--- src/rtl/pipe_stage_reg.sv ---
// pipe_stage_reg: parametrised inter-stage pipeline register with valid/ready
// handshake, flush-to-bubble and a saturating bubble counter.
// Build option PIPE_SKID_EN: adds a skid entry behind the main register so that
// in_ready is a registered signal. Without it the stage is a single register
// with a combinational in_ready.
//
// state    | meaning
// ---------+--------------------------------------------------------------
// ST_EMPTY | no beat held, out_valid=0, channel 0 shows NOP_VAL
// ST_FULL  | (single-register build) main register holds the output beat
// ST_ONE   | (skid build) main register holds the output beat, skid empty
// ST_TWO   | (skid build) main and skid both hold beats, in_ready=0
module pipe_stage_reg #(
    parameter int               WIDTH    = 32,
    parameter int               CHANNELS = 8,
    parameter logic [WIDTH-1:0] NOP_VAL  = '0
) (
    input  logic                      clk,
    input  logic                      reset,
    input  logic                      in_valid,
    output logic                      in_ready,
    input  logic [CHANNELS*WIDTH-1:0] in_data,
    input  logic                      flush,
    output logic                      out_valid,
    input  logic                      out_ready,
    output logic [CHANNELS*WIDTH-1:0] out_data,
    output logic [15:0]               bubble_cnt
);

    localparam int DW = CHANNELS * WIDTH;

`ifdef PIPE_SKID_EN
    typedef enum logic [1:0] {
        ST_EMPTY = 2'd0,
        ST_ONE   = 2'd1,
        ST_TWO   = 2'd2
    } state_t;
`else
    typedef enum logic {
        ST_EMPTY = 1'b0,
        ST_FULL  = 1'b1
    } state_t;
`endif

    state_t          state_q;
    state_t          state_d;
    logic            out_valid_q;
    logic [DW-1:0]   main_q;
    logic            ld_main_in;
    logic            clr_ch0;
    logic            accept;
    logic            emit;

`ifdef PIPE_SKID_EN
    logic [DW-1:0]   skid_q;
    logic            ld_main_skid;
    logic            ld_skid;
    logic            in_ready_q;
`endif

    assign accept    = in_valid & in_ready;
    assign emit      = out_valid_q & out_ready;
    assign out_valid = out_valid_q;
    assign out_data  = main_q;

`ifdef PIPE_SKID_EN
    // Registered ready: only the TWO state refuses, regardless of out_ready now.
    assign in_ready = in_ready_q;

    // Next-state and datapath load selects for the two-entry buffer.
    always_comb begin
        state_d      = state_q;
        ld_main_in   = 1'b0;
        ld_main_skid = 1'b0;
        ld_skid      = 1'b0;
        clr_ch0      = 1'b0;
        case (state_q)
            ST_EMPTY: begin
                if (accept) begin
                    state_d    = ST_ONE;
                    ld_main_in = 1'b1;
                end
            end
            ST_ONE: begin
                if (accept && emit) begin
                    ld_main_in = 1'b1;
                end else if (accept) begin
                    state_d = ST_TWO;
                    ld_skid = 1'b1;
                end else if (emit) begin
                    state_d = ST_EMPTY;
                    clr_ch0 = 1'b1;
                end
            end
            ST_TWO: begin
                if (emit) begin
                    state_d      = ST_ONE;
                    ld_main_skid = 1'b1;
                end
            end
            default: begin
                state_d = ST_EMPTY;
            end
        endcase
    end

    // Ready register tracks the next state so it is known a cycle ahead.
    always_ff @(posedge clk) begin
        if (!reset || flush) begin
            in_ready_q <= 1'b1;
        end else begin
            in_ready_q <= (state_d != ST_TWO);
        end
    end

    // Skid entry captures the second beat while the main register is stalled.
    always_ff @(posedge clk) begin
        if (!reset) begin
            skid_q <= '0;
        end else if (ld_skid && !flush) begin
            skid_q <= in_data;
        end
    end
`else
    // Single register can take a new beat whenever it is empty or draining.
    assign in_ready = !out_valid_q | out_ready;

    // Next-state and datapath load selects for the single-register stage.
    always_comb begin
        state_d    = state_q;
        ld_main_in = 1'b0;
        clr_ch0    = 1'b0;
        case (state_q)
            ST_EMPTY: begin
                if (accept) begin
                    state_d    = ST_FULL;
                    ld_main_in = 1'b1;
                end
            end
            ST_FULL: begin
                if (accept) begin
                    ld_main_in = 1'b1;
                end else if (emit) begin
                    state_d = ST_EMPTY;
                    clr_ch0 = 1'b1;
                end
            end
            default: begin
                state_d = ST_EMPTY;
            end
        endcase
    end
`endif

    // State and output-valid registers; reset and flush both return to EMPTY.
    always_ff @(posedge clk) begin
        if (!reset || flush) begin
            state_q     <= ST_EMPTY;
            out_valid_q <= 1'b0;
        end else begin
            state_q     <= state_d;
            out_valid_q <= (state_d != ST_EMPTY);
        end
    end

    // Main payload register: channel 0 becomes NOP_VAL whenever the stage empties,
    // the remaining channels keep their last value except on reset.
    always_ff @(posedge clk) begin
        if (!reset) begin
            main_q             <= '0;
            main_q[WIDTH-1:0]  <= NOP_VAL;
        end else if (flush || clr_ch0) begin
            main_q[WIDTH-1:0]  <= NOP_VAL;
        end else if (ld_main_in) begin
            main_q             <= in_data;
`ifdef PIPE_SKID_EN
        end else if (ld_main_skid) begin
            main_q             <= skid_q;
`endif
        end
    end

    // Saturating count of cycles where downstream was ready but nothing was offered.
    always_ff @(posedge clk) begin
        if (!reset) begin
            bubble_cnt <= '0;
        end else if (out_ready && !out_valid_q && (bubble_cnt != 16'hFFFF)) begin
            bubble_cnt <= bubble_cnt + 16'd1;
        end
    end

endmodule

--- config.mk ---
export PLATFORM = sky130hd
export DESIGN_NAME = pipe_stage_reg
export DESIGN_NICKNAME = d
export VERILOG_FILES = /design/src/rtl/pipe_stage_reg.sv
export SDC_FILE = /design/constraint.sdc
export NUM_CORES = 1
export LEC_CHECK = 0
export BUFFER_PORTS_ARGS = -buffer_cell sky130_fd_sc_hd__buf_2
export CAP_MARGIN = 15
export CORE_AREA = 2 2 208 210
export CTS_CLUSTER_SIZE = 28
export DETAILED_ROUTE_END_ITERATION = 12
export DIE_AREA = 0 0 210 212
export HOLD_SLACK_MARGIN = 0.03
export PLACE_DENSITY_LB_ADDON = 0.12
export SLEW_MARGIN = 30
export SYNTH_ARGS = -nofsm -noshare
export SYNTH_HDL_FRONTEND = slang
export SYNTH_SLANG_ARGS = --single-unit
--- constraint.sdc ---
create_clock -name clk -period 1.7 [get_ports clk]
set_input_delay 0.34 -clock clk [delete_from_list [all_inputs] [get_ports clk]]
set_output_delay 0.34 -clock clk [all_outputs]
set_load 0.02 [all_outputs]
==> reports/results.txt, run 1 <==
Post-CTS Setup Repair Bufs -> 0
Crit path from -> out_valid
Yosys warning total -> 0
Post-synthesis cell area -> 9793 um^2
Setup crit end kind -> output pin
Final max-slew violation count -> 0
Core area -> 42510 um^2
Setup TNS -> 0 ps
Number of synthesized flops with an enable pin -> 0
Reg2Reg Setup Slack -> 130 ps
CP endpoint -> in_ready
DRC errors left -> 0
FP Rows -> 76
First-iteration detailed-routing DRC count -> 489
CTS tree -> built
Yosys reg bits -> 273
Worst EP required -> 1360 ps
Final setup viols -> 0
Final wirelength -> 37210 um
Placed Cells -> 2281
Final ANT Viol Nets -> 0
Peak Freq -> 629.1 MHz
Met3 wire length -> 2827 um
Global route overflow -> 0
Place WS -> 91.20 ps
Final Skew -> 12.77 ps
Peak VDD IR -> 0.0006327 V
RSZ-0062 raised after global routing -> false
Wire per inst -> 14.71 um
Die span in y -> 212 um
Max layer used -> met5
CP max FO -> 5
M1 WL -> 14990 um
Worst R2R End -> bubble_cnt[8]
Fin crit share -> 93.50%
Post-route setup slack -> 110.5 ps
Worst-case clock buffer depth -> 3
Cells after Synth -> 1223
Yosys cell types -> 45
Final hold viol count -> 0
CTS sink count -> 273
Area of the die -> 44520 um^2
Initial Utilization -> 23.04%
Vias in the first global route -> 10.64k
I/O pin cnt -> 535
Reg2Reg Depth -> 5
Crit path arrival time -> 1250 ps
Final non-filler cell total -> 2530
Worst-path clk slew -> 60 ps
Maximum level of the CTS H-tree -> 2
Hpwl dp -> 26860 um
Final GP Congestion -> 0.7461
Run status -> complete, no violations
Crit start category -> register
Initial antenna violation count -> 2
Total Routing Usage GR -> 15.93%
CTS root buffer -> clkbuf_16
Syn Area/Cell -> 8.007 um^2
Reg-to-reg startpoint -> bubble_cnt[0]
Die X -> 210 um
First-pass GRT wire length -> 56760 um
Hold Crit Class -> input port to register
Drt pass-1 iters -> 4
Min Tclk post-route -> 1590 ps
Top_reg_cell synth -> dfxtp_1
Metal2 WL -> 18250 um
Post-DP Area -> 13440 um^2
Ys async rst share -> 0%
# nets final -> 2225
Worst skew pair latency -> 530 ps
Setup Crit Path Kind -> register to output pin
Worst hold margin -> 63.94 ps
Sequential area share after synthesis -> 55.81%
Lkg Pwr -> 7.589 nW
Final Cell Area -> 16520 um^2
Area delta synth->final -> 68.67%
Net Count, Synth -> 1485
Via Count -> 10.84k
Drt via density -> 4.285
Largest net degree at the start of global routing -> 94
Worst-Margin Slew -> 473.1 ps
CTS Buf Count -> 34
P per Cell Area -> 993.0 nW/um^2
Max-Cap Viols -> 0
Port Buf Inserts -> 534
Slew margin rel. -> 68.46%
Layout cells sized above 1 -> 33.59%
## report_power, final
part	total [mW]	internal (mW)	switching (mW)
clock	7.36	4.58	2.78
sequential	6.81	6.68	0.131
combinational	2.23	1.03	1.20
## layer usage
layer	vias to the layer above	global-route usage (%)
li1	5462	-
met1	4960	18.17
met2	346	27.59
met3	70	5.096
met4	2	6.505
met5	-	0
## cell usage after synthesis (2+ instances only)
master / count / share of area [%]
nand2_1: 527 / 20
dfxtp_1: 273 / 56
a21oi_1: 261 / 13
clkbuf_1: 36 / 1.4
buf_2: 29 / 1.5
buf_6: 17 / 2.0
nand2b_1: 6 / 0.38
a31oi_1: 5 / 0.32
mux2i_1: 4 / 0.41
nand3_1: 4 / 0.20
nand4_1: 4 / 0.26
nor4_1: 4 / 0.26
or3_1: 4 / 0.26
buf_1: 3 / 0.11
buf_4: 3 / 0.23
inv_1: 3 / 0.11
nor2_1: 3 / 0.11
o21ai_0: 3 / 0.15
a211oi_1: 2 / 0.15
and3_1: 2 / 0.13
nand3_2: 2 / 0.20
nand4_2: 2 / 0.26
o211ai_1: 2 / 0.15
o21ai_1: 2 / 0.10
o31ai_1: 2 / 0.15
## cells in the final DEF, fill, tap and decap left out, types with 2 or more instances in the layout
cell type / Yosys / layout
nand2b_1: 6 / 5
mux2i_1: 4 / 4
nand4_1: 4 / 4
or3_1: 4 / 4
nand3_1: 4 / 4
buf_12: 0 / 23
o211ai_1: 2 / 2
dlygate4sd3_1: 0 / 192
nor4_1: 4 / 4
bufinv_16: 0 / 2
nor2_1: 3 / 3
o31ai_1: 2 / 2
nand4_2: 2 / 2
nand2_1: 527 / 527
o21ai_1: 2 / 2
clkbuf_1: 36 / 5
dfxtp_1: 273 / 270
a21oi_1: 261 / 261
clkbuf_16: 0 / 37
inv_1: 3 / 3
clkbuf_8: 0 / 8
buf_2: 29 / 534
clkinv_2: 0 / 2
a211oi_1: 2 / 2
buf_4: 3 / 45
dfxtp_2: 0 / 3
a31oi_1: 5 / 5
o21ai_0: 3 / 3
## per-stage QoR
| step | utilization (%) | power (mW) |
|---|---|---|
| 6_report | 38.86 | 16.40 |
| 5_1_grt | 38.86 | 17.18 |
| 4_1_cts | 38.83 | 16.69 |
| 3_5_place_dp | 31.62 | 8.840 |
| 3_3_place_gp | 31.62 | 8.827 |
| 2_1_floorplan | - | 7.913 |
## worst min path at each step
stage	from	endpoint	slack (ps)	cells after the start
after detailed placement	out_data[197]	out_data[197]	440	2
after global placement	out_data[248]	out_data[248]	440	2
after floorplan	flush	out_valid	420	1
after CTS	in_data[162]	out_data[162]	30	3
final	in_data[153]	out_data[153]	60	3
after global routing	in_data[190]	out_data[190]	40	3
## area by class of cell
class | instances | area [um^2]
flip-flops and latches | 273 | 5469
fillers | 4497 | 25990
repair buffers | 794 | 5393
clock buffers | 50 | 1055
well taps | 546 | 683.2
diodes | 1 | 2.502
clock inverters | 6 | 86.33
multi-input cells | 856 | 3810
inverters | 4 | 20.02
## critical path: stages (launching register included)
cell and delay (ps):
dfxtp_2 370, nand2b_4 70, buf_4 130, buf_2 160
## sequential cells by signal (all words and copies together), names as in the netlist
signal / count
bubble_cnt: 16
out_data: 256
out_valid: 1
## cells by family after synthesis
group / synth area share [%]
compound gates: 14.94
fa+ha+maj: 0.1277
buf+inv: 5.519
flops: 55.81
mux: 0.4089
simple gates: 23.20
## timing repair
action / 4_1_cts / 5_1_grt
setup endpoints to repair: 1 / 2
resized for setup: 1 / 2
hold buffers: 192 / 0
gates cloned: 0 / 0
endpoints found under the hold margin: 192 / 0
Note: power is estimated with default switching activity, not from simulation.
==> run 2: changes to the inputs <==
Settings changed: CORE_AREA 2 2 208 210 to 2 2 207 209, CTS_BUF_LIST from default to sky130_fd_sc_hd__clkbuf_4 sky130_fd_sc_hd__clkbuf_8 sky130_fd_sc_hd__clkbuf_16, DIE_AREA 0 0 210 212 to 0 0 209 211.
Clock period 1.7 ns to 2 ns, I/O delays scaled along.
==> run 2 against run 1 <==
Sequential power fell by 15%. Critical path depth shrank 1. Final cell count decreased by 8.8%. First-iteration DRC count grew 13%. Clock power is 18% lower. Total power fell by 18%. Critical path type unchanged. Largest power group unchanged.
==> reports/results.txt, run 2 (synthesis results as in run 1) <==
Final wirelength -> 36100 um
Drt via density -> 4.293
Global route overflow -> 0
Hold buffer count at cts -> 0
Maximum level of the CTS H-tree -> 2
I/O pin cnt -> 535
Worst R2R End -> bubble_cnt[14]
Port Buf Inserts -> 534
Final setup viols -> 0
Post-CTS sizing -> 0
Most frequent cells in the layout -> 534 x buf_2, 527 x nand2_1, 273 x dfxtp_1
Reg2Reg Depth -> 5
Final Skew -> 7.448 ps
Worst EP required -> 1600 ps
Fin crit share -> 88.36%
Worst-path clk slew -> 50 ps
Max reg flops -> 256
First-iteration detailed-routing DRC count -> 554
Reg-to-reg startpoint -> bubble_cnt[0]
CTS Buf Count -> 35
RSZ-0062 raised after global routing -> false
Hold Startpoint -> flush
First-pass GRT wire length -> 54520 um
Setup TNS -> 0 ps
Run status -> complete, no violations
Hold Crit Class -> input port to register
Min Tclk post-route -> 1767 ps
Area of the die -> 44100 um^2
Setup Crit Path Kind -> register to output pin
Die X -> 209 um
# nets final -> 2007
Placed Cells -> 2247
Worst-case clock buffer depth -> 3
Vias in the first global route -> 9455
Hpwl dp -> 26110 um
Die span in y -> 211 um
Layout cells sized above 1 -> 36.30%
Max-Cap Viols -> 0
Setup crit end kind -> output pin
DRC errors left -> 0
Commonest non-fill, non-tap cell in the layout -> buf_2
WHS Endpoint -> out_valid
Initial antenna violation count -> 5
Final non-filler cell total -> 2308
Core area -> 41760 um^2
Crit start category -> register
Peak VDD IR -> 0.0004742 V
Crit path arrival time -> 1370 ps
Slew margin rel. -> 40.55%
Final hold viol count -> 0
P per Cell Area -> 939.5 nW/um^2
Lkg Pwr -> 6.619 nW
Worst skew pair latency -> 520 ps
Area delta synth->final -> 45.52%
FP Rows -> 75
Peak Freq -> 565.9 MHz
Final ANT Viol Nets -> 0
Post-CTS Setup Repair Bufs -> 0
CP max FO -> 7
Total Routing Usage GR -> 15.61%
Hold path cells -> 2
CTS sink count -> 273
CTS root buffer -> clkbuf_16
Wire per inst -> 15.64 um
Drt pass-1 iters -> 6
Final GP Congestion -> 0.7903
Layout filler cell count -> 4566
Via Count -> 9908
Reg2Reg Setup Slack -> 280 ps
CTS tree -> built
Initial Utilization -> 23.45%
Final max-slew violation count -> 0
Largest net degree at the start of global routing -> 146
Worst-Margin Slew -> 891.7 ps
-- run 2: how the worst max path moves through the flow --
stage	startpoint	end	depth (start not counted)
floorplan	bubble_cnt[0]	bubble_cnt[4]	6
global placement	out_ready	out_data[66]	7
detailed placement	out_ready	out_data[74]	7
CTS	out_valid	in_ready	2
global route	out_valid	in_ready	2
finish	out_valid	in_ready	2
-- run 2: per-layer routing --
layer	track usage (%)	vias to the layer above	wire, um
li1	-	5033	-
met1	18.40	4488	14870
met2	26.51	335	17580
met3	5.174	48	2825
met4	5.616	4	790
met5	0	-	33
-- run 2: per-stage QoR --
stage | setup slack (ps) | hold slack [ps] | instance area (um^2) | total power, mW | util (%)
after floorplan | 226.4 | 478.5 | 9793 | 6.725 | -
after global placement | 232.1 | 438.7 | 13140 | 7.448 | 31.47
after detailed placement | 202.6 | 443.0 | 13140 | 7.458 | 31.47
after CTS | 198.2 | 67.93 | 14240 | 13.66 | 34.11
after global routing | 124.4 | 84.44 | 14250 | 14.03 | 34.12
final | 232.9 | 107.3 | 14250 | 13.39 | 34.13
-- run 2: area by class of cell --
cell class	instances	area, um^2	area share, %
inverters	4	20.02	0.1405
clock inverters	5	32.53	0.2283
diodes	3	7.507	0.05268
multi-input cells	856	3800	26.66
flip-flops and latches	273	5465	38.35
well taps	539	674.4	4.732
repair buffers	575	3181	22.32
clock buffers	53	1071	7.515
-- run 2: worst max-delay path: stages (launching register included) --
cell and delay [ps]:
dfxtp_1 420, nand2b_1 210, buf_2 230
-- run 2: power by group --
group | internal, mW | leakage, nW | total (mW) | switching (mW)
sequential | 5.68 | 2.23 | 5.79 | 0.112
combinational | 0.584 | 3.83 | 1.53 | 0.946
clock | 3.69 | 0.560 | 6.07 | 2.38
total | 9.95 | 6.62 | 13.4 | 3.44
